<file path="config.mk">
export PLATFORM = sky130hd
export DESIGN_NAME = m_fetch_buf
export DESIGN_NICKNAME = d
export VERILOG_FILES = /design/src/rtl/m_fetch_buf.sv
export SDC_FILE = /design/constraint.sdc
export NUM_CORES = 1
export LEC_CHECK = 0
export BUFFER_PORTS_ARGS = -buffer_cell sky130_fd_sc_hd__clkbuf_2
export CORE_MARGIN = 2
export CORE_UTILIZATION = 28
export DETAILED_ROUTE_END_ITERATION = 7
export PLACE_DENSITY_LB_ADDON = 0.3
export RECOVER_POWER = 25
export SYNTH_ARGS = -nofsm -noshare
export SYNTH_HDL_FRONTEND = slang
export SYNTH_SLANG_ARGS = --single-unit
</file>
<file path="constraint.sdc">
create_clock -name w_clk -period 7.8 [get_ports w_clk]
set_clock_uncertainty 0.05 [all_clocks]
set_input_delay 1.56 -clock w_clk [delete_from_list [all_inputs] [get_ports w_clk]]
set_output_delay 1.56 -clock w_clk [all_outputs]
set_load 0.05 [all_outputs]
</file>
<file path="src/rtl/m_fetch_buf.sv">
// Instruction fetch unit with a small {pc, instruction} queue toward decode.
// Keeps at most one memory request in flight; a redirect flushes the queue and drops any stale response.
module m_fetch_buf #(
    parameter int          DEPTH    = 4,
    parameter logic [31:0] RESET_PC = 32'h0
) (
    input  logic        w_clk,
    input  logic        w_rst,
    output logic        w_mreq,
    output logic [31:0] w_maddr,
    input  logic        w_mack,
    input  logic [31:0] w_mdata,
    output logic        w_ovalid,
    output logic [31:0] w_oir,
    output logic [31:0] w_opc,
    input  logic        w_ordy,
    input  logic        w_redir,
    input  logic [31:0] w_rpc
);

    localparam int AW = $clog2(DEPTH);
    localparam int CW = AW + 1;
    localparam logic [CW-1:0] DEPTH_C = CW'(DEPTH);

    typedef enum logic [1:0] {
        S_IDLE    = 2'd0,
        S_REQ     = 2'd1,
        S_DISCARD = 2'd2
    } state_t;

    state_t        state_q, state_d;
    logic [31:0]   pc_q, pc_d;
    logic [31:0]   addr_q, addr_d;
    logic [CW-1:0] count_q;
    logic [AW-1:0] rd_ptr_q, wr_ptr_q;
    logic [31:0]   pc_mem [DEPTH];
    logic [31:0]   ir_mem [DEPTH];

    logic push, pop, flush;
    logic mreq_c;
    logic [31:0] maddr_c;

    assign mreq_c  = (state_q == S_IDLE) ? (count_q < DEPTH_C) : 1'b1;
    assign maddr_c = (state_q == S_IDLE) ? pc_q : addr_q;

    always_comb begin
        state_d = state_q;
        pc_d    = pc_q;
        addr_d  = addr_q;
        push    = 1'b0;
        pop     = 1'b0;
        flush   = 1'b0;
        if (w_redir) begin
            flush = 1'b1;
            pc_d  = w_rpc;
            if (state_q == S_DISCARD) begin
                state_d = w_mack ? S_IDLE : S_DISCARD;
            end else if (mreq_c && !w_mack) begin
                // The request on the bus must still finish; its data will be dropped.
                state_d = S_DISCARD;
                addr_d  = maddr_c;
            end else begin
                state_d = S_IDLE;
            end
        end else begin
            pop = (count_q != '0) && w_ordy;
            case (state_q)
                S_IDLE: begin
                    if (mreq_c) begin
                        if (w_mack) begin
                            push = 1'b1;
                            pc_d = pc_q + 32'd4;
                        end else begin
                            state_d = S_REQ;
                            addr_d  = pc_q;
                        end
                    end
                end
                S_REQ: begin
                    if (w_mack) begin
                        push    = 1'b1;
                        pc_d    = pc_q + 32'd4;
                        state_d = S_IDLE;
                    end
                end
                S_DISCARD: begin
                    if (w_mack) state_d = S_IDLE;
                end
                default: state_d = S_IDLE;
            endcase
        end
    end

    always_ff @(posedge w_clk) begin
        if (w_rst) begin
            state_q  <= S_IDLE;
            pc_q     <= RESET_PC;
            addr_q   <= RESET_PC;
            count_q  <= '0;
            rd_ptr_q <= '0;
            wr_ptr_q <= '0;
        end else begin
            state_q <= state_d;
            pc_q    <= pc_d;
            addr_q  <= addr_d;
            if (flush) begin
                count_q  <= '0;
                rd_ptr_q <= wr_ptr_q;
            end else begin
                if (push) wr_ptr_q <= wr_ptr_q + 1'b1;
                if (pop)  rd_ptr_q <= rd_ptr_q + 1'b1;
                case ({push, pop})
                    2'b10:   count_q <= count_q + 1'b1;
                    2'b01:   count_q <= count_q - 1'b1;
                    default: count_q <= count_q;
                endcase
            end
        end
    end

    always_ff @(posedge w_clk) begin
        if (push) begin
            pc_mem[wr_ptr_q] <= maddr_c;
            ir_mem[wr_ptr_q] <= w_mdata;
        end
    end

    assign w_mreq   = mreq_c;
    assign w_maddr  = maddr_c;
    assign w_ovalid = (count_q != '0);
    assign w_opc    = pc_mem[rd_ptr_q];
    assign w_oir    = ir_mem[rd_ptr_q];

endmodule

</file>
Word level (Yosys, flattened, before mapping). Memory sizes are Yosys's and may differ from the RTL's. A register that Yosys moved wholly into a read port is not among the register bits. Cells that the tools add are included.

Flip-flop bits (word level): 73. Latch bits: 0. Bits in writable memories: 256. Memory bits (read-only): 0. Input port bits: 69. Output and inout port bits: 98. Word-level logic and storage cells: 76. Memories kept: 2.

$add $sub $neg: 5. Multiply operators: 0. Div/mod/pow operators: 0. $lt $le $gt $ge: 1. Equal/unequal tests: 10. Shift-type cells: 0. Muxes and demuxes: 35. Bitwise gates (word level): 1. Reductions and logical operators: 16.

Memories: ir_mem (depth 4, bits a word 32, read ports 1, clocked after Yosys merged registers in 1, write ports 1, line 37) `logic [31:0] ir_mem [DEPTH];`; pc_mem (depth 4, bits a word 32, read ports 1, clocked after Yosys merged registers in 1, write ports 1, line 36) `logic [31:0] pc_mem [DEPTH];`.

Operators by type and width (number): $mux W32 (10); $pmux W32 S2 (1); $add A32 B3 Y32 const B (1); $mux W2 (13); $mux W1 (8); $reduce_bool A2 Y1 (4); $ne A3 B3 Y1 const B (2); $pmux W3 S2 (1); $reduce_bool A3 Y1 (2); $reduce_and A5 Y1 (1); $add A2 B1 Y2 const B (2); $eq A2 B1 Y1 const B (2); $eq A2 B2 Y1 const B (2); $ne A2 B1 Y1 const B (2); $pmux W2 S2 (1); $reduce_and A2 Y1 (2); $reduce_or A2 Y1 (2); $add A3 B1 Y3 const B (1); $lt A3 B3 Y1 const B (1); $ne A3 B1 Y1 const B (1); $reduce_and A3 Y1 (1); $sub A3 B1 Y3 const B (1); $logic_and A1 B1 Y1 (2); $logic_not A2 Y1 (1); other kinds (4) (4).

Depth between registers and ports, before layout. Gate-level depths: netlist of run 1.

Depth in word-level cells: 7. Gate-level depth with buffers: 14. Gate-level depth less buffers: 12.

Worst setup path before layout of run 1. No wires, ideal clock.

Path kind: input to register. From: input w_redir. To: memory ir_mem[0][0] (enable). Library setup time: 0.429 ns. Data arrival time: 3.660 ns. Data required time: 7.321 ns. Slack: 3.661 ns. Stages: 4. Buffers on the path: 1. Path through: clkbuf_1 > clkinv_1 > o211a_1 > and2_1.

Longest elaborated chain between the ends: 3.

RTL lines: start: declaration (line 17) `input logic w_redir,`; $mux W1 (line 53) `if (w_redir) begin`; $mux W1 (line 122) `if (push) begin`; $mux W1 (implied by the code) (line 124) `ir_mem[wr_ptr_q] <= w_mdata;`; end: declaration (line 37).

No other way between the ends.

Worst setup path after layout of run 1.
From: register state_q[0]. To: output w_maddr[19].

Longest elaborated chain between the ends: 2.

RTL lines: start: declaration (line 31) `state_t state_q, state_d;`; start signal: assignment (line 103) `state_q <= state_d;`; $logic_not A2 Y1 (line 44) `assign maddr_c = (state_q == S_IDLE) ? pc_q : addr_q;`; $mux W32 (line 44); end: declaration (line 10) `output logic [31:0] w_maddr,`.

No other way between the ends.

==> results of run 1 <==
final timing paths:
check | from | cells after the start | endpoint | slack [ns]
hold reg to reg | addr_q[10] | 2 | addr_q[10] | 0.40
hold / removal | addr_q[10] | 2 | addr_q[10] | 0.40
setup / recovery | state_q[0] | 4 | w_maddr[19] | 2.95
setup reg to reg | state_q[0] | 6 | pc_mem[3][26] | 3.55
registers in the layout (all words and copies together) (netlist names), named ones only:
signal and cells:
rd_ptr_q 2, state_q 2, addr_q 32, pc_q 32
ir_mem 128, pc_mem 128, wr_ptr_q 2, count_q 3
cells by family (layout without fill, tap and decap cells):
group           after synthesis  count (layout)  synth area share [%]
fa+ha+maj                    10              10                  1.01
flops                       331             331                  70.0
simple gates                185             185                  6.74
compound gates               90              90                  4.38
buf+inv                      63             263                  2.03
xor+xnor                     26              26                  1.74
mux                         100             100                  14.0
worst max-delay path, cell delays in order (launching register included):
cell and delay (ns):
dfxtp_1 0.31, inv_1 0.09, ha_1 1.46, mux2_2 0.50, clkbuf_2 0.32
power by group through the flow:
stage	combinational, W	clock [W]	sequential, W
after global placement	0.000461	0	0.00203
after global routing	0.000485	0.00208	0.00200
after detailed placement	0.000465	0	0.00203
after CTS	0.000466	0.00201	0.00200
final	0.000452	0.00194	0.00199
after floorplan	0.000349	0	0.00201
metrics by stage:
stage,hold slack [ns],setup slack (ns),area (um^2),utilization (%),cells
floorplan,0.384,3.66,13100,-,805
global placement,0.389,3.71,14600,31.5,1542
detailed placement,0.394,3.69,14600,31.5,1542
CTS,0.402,3.10,16000,34.5,1612
global route,0.415,2.64,15900,34.4,1612
finish,0.398,2.95,15900,34.4,1612
per-layer routing:
layer  share of wire (%)  vias up  GRT usage [%]  wire, um
met5                   0        -              0         0
met4                 1.7        0           3.47       530
met3                 5.4       45           3.12      1670
met2                  46      197           19.8     14300
met1                  46     3646           17.4     14200
li1                    -     3448              -         -
area by class of cell:
type	instances	area (um^2)
repair buffers	176	865
clock inverters	25	345
clock buffers	45	1040
well taps	607	759
fillers	4444	30400
flip-flops and latches	331	9200
inverters	17	63.8
multi-input cells	411	3670
cell usage in the layout (no fill, tap or decap), types with 9 or more instances in the layout:
master,n
edfxtp_1,256
clkbuf_2,133
nand2_1,91
dfxtp_1,73
mux4_2,64
a21oi_1,47
clkbuf_16,41
clkbuf_1,37
nor2_1,32
mux2_2,21
xnor2_1,18
a211oi_1,17
inv_1,16
mux2_1,12
buf_4,10
ha_1,9
==> run summary, run 1 <==
Outcome: complete, but fails checks
Failing checks: max-capacitance violations, max-slew violations
Core ar.: 0.0464 mm^2
Clock sink count: 331
CTS Buf Count: 38
Ys async rst share: 0%
Post-synth EDFFs: 256
TritonCTS clock tree: yes
Vias per cell: 4.55
Worst Setup Start Kind: flop
Minimum clock period: 4.85 ns
Relative slew margins: -27.2%
First-pass GRT wire length: 46.0 mm
Max cap viols: 2
IO buf count: 166
Die width: 220 um
Fin. Hold Viols: 0
Slew Limit Fails: 77
Internal power: 0.00331 W
DP Wirelength: 19.9 mm
Top cell type's share of synthesized area: 58.6%
Most frequent cell after synthesis: edfxtp_1
Overall Power: 0.00439 W
Power per cell area: 275 mW/mm^2
Switching Share: 24.5%
Initial Util: 28.3%
Total GRT Usage: 12.6%
Maximum operating frequency: 206 MHz
Largest net degree at the start of global routing: 62
N_diodes: 0
Worst-margin pin slew: 1.91 ns
Synth Net Count: 884
Clk buf depth: 3
Setup Buffers After CTS: 0
Final wirelength: 30.7 mm
Syn_area_per_cell: 16.3 um^2
Synth top cells by count: edfxtp_1, nand2_1, dfxtp_1
Die ar.: 0.0486 mm^2
CTS H-tree lvls: 2
Clock Root Buffer: clkbuf_16
Fin Setup TNS: 0 ns
CP Capture Type: output pin
Clk slew on worst S/H paths: 0.06 ns
Post-route ant nets: 0
Post_cts resized: 0
Fin crit share: 62.1%
Top cells by area, synth: edfxtp_1, dfxtp_1, mux4_2, mux2_2, nand2_1
Vias in the first global route: 7422
I/O Pins: 167
# rows: 79
CTS hold repair buffers: 0
Cell Area, Synth: 0.0131 mm^2
Die Ht: 220 um
Critical Path AT: 3.24 ns
Worst path required time: 6.19 ns
GP Congestion: 0.760
Setup Crit Path Kind: reg -> out
WL per Instance: 19.0 um
Hold Path Class: reg -> reg
Sw power: 0.00108 W
Seq pwr share: 45.5%
DRT Pass-1 Iters: 4
Pleak: 5.42 nW
Drc violations: 0
Clock latency on the worst-skew pair: 0.53 ns
Share of layout cells above drive strength 1: 30.4%
Cell taking the most area after synthesis: edfxtp_1
Unrepaired setup endpoints after global routing: false
Synth unique cells: 53
Antenna violations before repair: 0
VDD IR max: 0.155 mV
Clock share of power: 44.2%
Combinational fraction of design power: 10.3%
Syn. warnings: 0
CP Max Fanout: 39
Post-synthesis sequential area ratio: 70.0%
Overflow after GRT: 0
Seq cells post-synth: 331
Main synth FF type: edfxtp_1
Area Overhead vs Synth: 21.5%
Final setup vio count: 0
Initial DRC count: 477
Gate Count Post-Synth: 805
Via count: 7336
Final net count: 1054
Note: power is estimated with default switching activity, not from simulation.
==> run 2: changes to the inputs <==
==> constraint.sdc (replaced) <==
create_clock -name w_clk -period 4.57 [get_ports w_clk]
set_clock_uncertainty 0.05 [all_clocks]
set_input_delay 0.914 -clock w_clk [delete_from_list [all_inputs] [get_ports w_clk]]
set_output_delay 0.914 -clock w_clk [all_outputs]
set_load 0.05 [all_outputs]
==> run summary, run 2 (synthesis results as in run 1) <==
Drc violations: 0 (unchanged)
Critical path destination: w_maddr[19] (unchanged)
GP Congestion: 0.712 (was 0.760)
# rows: 79 (unchanged)
VDD IR max: 0.254 mV (was 0.155 mV)
R2R cell count: 6 (unchanged)
Maximum operating frequency: 281 MHz
Combinational fraction of design power: 11.2% (was 10.3%)
Final setup vio count: 0 (unchanged)
CP Capture Type: output pin (unchanged)
Worst-margin pin slew: 2.01 ns (was 1.91 ns)
Most frequent cells in the layout: edfxtp_1, clkbuf_2, nand2_1 (unchanged)
Largest net degree at the start of global routing: 65 (was 62)
Clk slew on worst S/H paths: 0.06 ns (about the same)
DP Wirelength: 20.1 mm (was 19.9 mm)
Failing checks: max-capacitance violations, max-slew violations (unchanged)
Clk buf depth: 3 (unchanged)
Post-route ant nets: 0 (unchanged)
Final net count: 1054 (unchanged)
Setup Buffers After CTS: 0 (unchanged)
Max cap viols: 1 (was 2)
CTS H-tree lvls: 2 (unchanged)
Final Util: 34.1% (was 34.4%)
Fin. Hold Viols: 0 (unchanged)
Area Overhead vs Synth: 20.3% (was 21.5%)
TritonCTS clock tree: yes (unchanged)
N_diodes: 0 (unchanged)
Seq pwr share: 48.5% (was 45.5%)
Pleak: 5.33 nW (was 5.42 nW)
Hold Path Class: reg -> reg (unchanged)
Total GRT Usage: 12.8% (was 12.6%)
Overall Power: 0.00702 W (was 0.00439 W)
Vias in the first global route: 7451 (was 7422)
Initial DRC count: 489 (was 477)
Crit path from: state_q[0] (unchanged)
Initial Util: 28.3% (unchanged)
CTS Buf Count: 37 (was 38)
Overflow after GRT: 0 (unchanged)
R2R Setup Slk: 1.27 ns (was 3.55 ns)
Clock share of power: 40.2% (was 44.2%)
WL per Instance: 19.5 um (was 19.0 um)
Antenna violations before repair: 0 (unchanged)
CP Max Fanout: 39 (unchanged)
Fin Setup TNS: 0 ns (unchanged)
Final wirelength: 31.3 mm (was 30.7 mm)
Worst path required time: 3.61 ns (was 6.19 ns)
Clock Root Buffer: clkbuf_16 (unchanged)
Critical Path AT: 2.60 ns (was 3.24 ns)
Post_cts resized: 0 (unchanged)
Vias per cell: 4.59 (was 4.55)
DRT Pass-1 Iters: 4 (unchanged)
Minimum clock period: 3.56 ns
Commonest non-fill, non-tap cell in the layout: edfxtp_1 (unchanged)
First-pass GRT wire length: 46.5 mm (was 46.0 mm)
Clock sink count: 331 (unchanged)
Relative slew margins: -33.7% (was -27.2%)
Internal power: 0.00526 W (was 0.00331 W)
Power per cell area: 445 mW/mm^2 (was 275 mW/mm^2)
Die width: 220 um (unchanged)
Worst hold slack: 0.399 ns (was 0.398 ns)
Reg2reg start: state_q[0] (unchanged)
Die ar.: 0.0486 mm^2 (unchanged)
CTS hold repair buffers: 0 (unchanged)
Slew Limit Fails: 41 (was 77)
Share of layout cells above drive strength 1: 29.6% (was 30.4%)
Largest regs: ir_mem x128, pc_mem x128 (unchanged)
Die Ht: 220 um (unchanged)
Unrepaired setup endpoints after global routing: false (unchanged)
Switching Share: 25.1% (was 24.5%)
Clock latency on the worst-skew pair: 0.52 ns (was 0.53 ns)
Outcome: complete, but fails checks (unchanged)
I/O Pins: 167 (unchanged)
Fin crit share: 78.0%
IO buf count: 166 (unchanged)
Core ar.: 0.0464 mm^2 (unchanged)
Setup Crit Path Kind: reg -> out (unchanged)
Reg-to-Reg End: ir_mem[2][17] (was pc_mem[3][26])
Sw power: 0.00176 W (was 0.00108 W)
Worst Setup Start Kind: flop (unchanged)
Via count: 7376 (was 7336)
[run 2: cell types whose count changed in the layout (fill, tap and decap cells not counted), sizes merged]
cell      previous run  this run
buf                 10        11
bufinv               8         2
clkbuf             211       215
clkinv              11        10
clkinvlp             5         2
[run 2: worst max-delay path, stage by stage (launching register included)]
cell	delay [ns]
dfxtp_1	0.31
inv_1	0.10
ha_2	0.86
mux2_1	0.49
clkbuf_2	0.30
[run 2: worst min path at each step]
stage,from,to,slack [ns],cells after the start
floorplan,addr_q[0],addr_q[0],0.38,2
global placement,addr_q[25],addr_q[25],0.39,2
detailed placement,addr_q[17],addr_q[17],0.39,2
CTS,addr_q[17],addr_q[17],0.40,2
global route,addr_q[30],addr_q[30],0.42,2
finish,addr_q[17],addr_q[17],0.40,2
[run 2: per-layer routing]
layer	vias to the layer above	routed length [um]	track usage, %
met5	-	0	0
li1	3455	-	-
met1	3709	14400	17.7
met3	34	1720	2.87
met2	178	14800	20.6
met4	0	496	3.20
[run 2: final cells by class]
type,instances,area (um^2)
repair buffers,177,935
clock buffers,49,1020
fillers,4475,30600
multi-input cells,411,3670
flip-flops and latches,331,9200
inverters,17,63.8
well taps,607,759
clock inverters,15,134
[run 2: per-stage QoR]
step	cell area [um^2]	std cells	setup WS, ns
2_1_floorplan	13100	805	1.08
3_3_place_gp	14700	1543	1.28
3_5_place_dp	14700	1543	1.24
4_1_cts	15800	1607	0.982
5_1_grt	15800	1607	0.848
6_report	15800	1607	1.01
[run 2: power groups by stage]
stage | Sequential (W) | Combinational [W] | Clock (W)
finish | 0.00341 | 0.000789 | 0.00282
detailed placement | 0.00347 | 0.000811 | 0
floorplan | 0.00344 | 0.000596 | 0
CTS | 0.00341 | 0.000814 | 0.00291
global placement | 0.00347 | 0.000806 | 0
global route | 0.00342 | 0.000844 | 0.00303
==> run 3: changes to the inputs <==
==> constraint.sdc (replaced) <==
create_clock -name w_clk -period 2.9 [get_ports w_clk]
set_clock_uncertainty 0.05 [all_clocks]
set_input_delay 0.58 -clock w_clk [delete_from_list [all_inputs] [get_ports w_clk]]
set_output_delay 0.58 -clock w_clk [all_outputs]
set_load 0.05 [all_outputs]
==> run summary, run 3 (synthesis results as in run 1) <==
Post-route ant nets: 0 (unchanged)
VDD IR max: 0.397 mV (was 0.254 mV)
Setup Buffers After CTS: 0 (unchanged)
Most frequent cells in the layout: edfxtp_1, clkbuf_2, nand2_1 (unchanged)
Worst hold slack: 0.245 ns (was 0.399 ns)
Pleak: 5.43 nW (was 5.33 nW)
Setup Crit Path Kind: reg -> out (unchanged)
Largest regs: ir_mem x128, pc_mem x128 (unchanged)
Drc violations: 0 (unchanged)
CTS Buf Count: 37 (unchanged)
Initial Util: 28.3% (unchanged)
Vias in the first global route: 7743 (was 7451)
CP Max Fanout: 21 (was 39)
Worst path required time: 2.27 ns (was 3.61 ns)
Area Overhead vs Synth: 21.7% (was 20.3%)
Vias per cell: 4.62 (was 4.59)
TritonCTS clock tree: yes (unchanged)
# fillers: 4473 (was 4475)
Fin. Hold Viols: 0 (unchanged)
Clk slew on worst S/H paths: 0.06 ns (about the same)
Slew Limit Fails: 34 (was 41)
Clock sink count: 331 (unchanged)
Core ar.: 0.0464 mm^2 (unchanged)
Minimum clock period: 2.80 ns
# rows: 79 (unchanged)
Via count: 7522 (was 7376)
CTS hold repair buffers: 0 (unchanged)
Final net count: 1072 (was 1054)
WL per Instance: 19.4 um (was 19.5 um)
Total GRT Usage: 13.2% (was 12.8%)
Max stage delay on crit path: 0.46 ns (was 0.86 ns)
Hold Path Class: in -> reg (was reg -> reg)
Die width: 220 um (unchanged)
Critical Path AT: 2.17 ns (was 2.60 ns)
Worst-margin pin slew: 1.56 ns (was 2.01 ns)
Reg-to-Reg End: pc_q[29] (was ir_mem[2][17])
Share of layout cells above drive strength 1: 30.6% (was 29.6%)
Clock latency on the worst-skew pair: 0.54 ns (was 0.52 ns)
Relative slew margins: -3.88% (was -33.7%)
Slowest CP cell: mux2_2 (was ha_2)
Die ar.: 0.0486 mm^2 (unchanged)
Largest net degree at the start of global routing: 45 (was 65)
Overflow after GRT: 0 (unchanged)
Clock Root Buffer: clkbuf_16 (unchanged)
Final setup vio count: 0 (unchanged)
I/O Pins: 167 (unchanged)
Crit path from: state_q[0] (unchanged)
CP Capture Type: output pin (unchanged)
Max cap viols: 1 (unchanged)
Reg2reg start: state_q[0] (unchanged)
Critical path destination: w_maddr[1] (was w_maddr[19])
Antenna violations before repair: 0 (unchanged)
DP Wirelength: 21.0 mm (was 20.1 mm)
Die Ht: 220 um (unchanged)
CP cell instances: inv_1, ha_2, buf_6, mux2_2, clkbuf_2 (was inv_1, ha_2, mux2_1, clkbuf_2)
Commonest non-fill, non-tap cell in the layout: edfxtp_1 (unchanged)
Unrepaired setup endpoints after global routing: false (unchanged)
Clk buf depth: 3 (unchanged)
R2R Setup Slk: 0.33 ns (was 1.27 ns)
Overall Power: 0.0110 W (was 0.00702 W)
Initial DRC count: 515 (was 489)
DRT Pass-1 Iters: 5 (was 4)
Worst Setup Start Kind: flop (unchanged)
Maximum operating frequency: 357 MHz
R2R cell count: 8 (was 6)
Power per cell area: 691 mW/mm^2 (was 445 mW/mm^2)
N_diodes: 0 (unchanged)
GP Congestion: 0.720 (was 0.712)
First-pass GRT wire length: 47.8 mm (was 46.5 mm)
Final wirelength: 31.6 mm (was 31.3 mm)
Outcome: complete, but fails checks (unchanged)
Fin Setup TNS: 0 ns (unchanged)
CTS H-tree lvls: 2 (unchanged)
Fin crit share: 96.6%
Failing checks: max-capacitance violations, max-slew violations (unchanged)
IO buf count: 166 (unchanged)
run 3: final cells by class:
class / count / area, um^2 / area share (%)
clock buffers: 52 / 1020 / 6.42
repair buffers: 195 / 1150 / 7.22
multi-input cells: 411 / 3670 / 23.0
inverters: 17 / 63.8 / 0.400
flip-flops and latches: 331 / 9200 / 57.6
well taps: 607 / 759 / 4.76
clock inverters: 14 / 98.8 / 0.619
run 3: timing repair:
action / 4_1_cts / 5_1_grt
resized for setup: 1 / 10
hold endpoints to repair: 0 / 0
setup endpoints to repair: 3 / 18
cloned: 0 / 0
run 3: how the worst min path moves through the flow:
| stage | startpoint | depth (start not counted) | end | slack, ns |
|---|---|---|---|---|
| 2_1_floorplan | addr_q[0] | 2 | addr_q[0] | 0.38 |
| 3_3_place_gp | addr_q[31] | 2 | addr_q[31] | 0.39 |
| 3_5_place_dp | addr_q[13] | 2 | addr_q[13] | 0.39 |
| 4_1_cts | w_mdata[19] | 1 | ir_mem[3][19] | 0.18 |
| 5_1_grt | w_rpc[6] | 3 | pc_q[6] | 0.23 |
| 6_report | w_rpc[6] | 3 | pc_q[6] | 0.25 |
run 3: layer usage:
metal | global-route usage (%) | part of all wire, % | vias up
met5 | 0 | 0 | -
met4 | 4.41 | 1.9 | 0
met3 | 2.46 | 5.1 | 40
met2 | 21.2 | 48 | 188
met1 | 17.9 | 45 | 3807
li1 | - | - | 3487
run 3: per-stage QoR:
stage / setup slack [ns] / util [%] / cell area [um^2] / std cells
floorplan: 0.360 / - / 13100 / 805
CTS: 0.0122 / 34.5 / 16000 / 1627
detailed placement: 0.336 / 32.1 / 14900 / 1561
global route: 0.00601 / 34.4 / 16000 / 1627
finish: 0.0986 / 34.4 / 16000 / 1627
global placement: 0.511 / 32.1 / 14900 / 1561
run 3: critical path, delay by kind of cell (launching register included):
family / cells / cell delay [ns]
buffers and inverters: 3 / 0.62
adders and majority gates: 1 / 0.23
muxes: 1 / 0.46
DFF: 1 / 0.32
run 3: report_power, final:
| part | leakage, nW | internal [W] | switching (W) |
|---|---|---|---|
| clock network | 0.547 | 0.00256 | 0.00185 |
| registers | 2.97 | 0.00526 | 0.0000757 |
| logic | 1.91 | 0.000387 | 0.000907 |
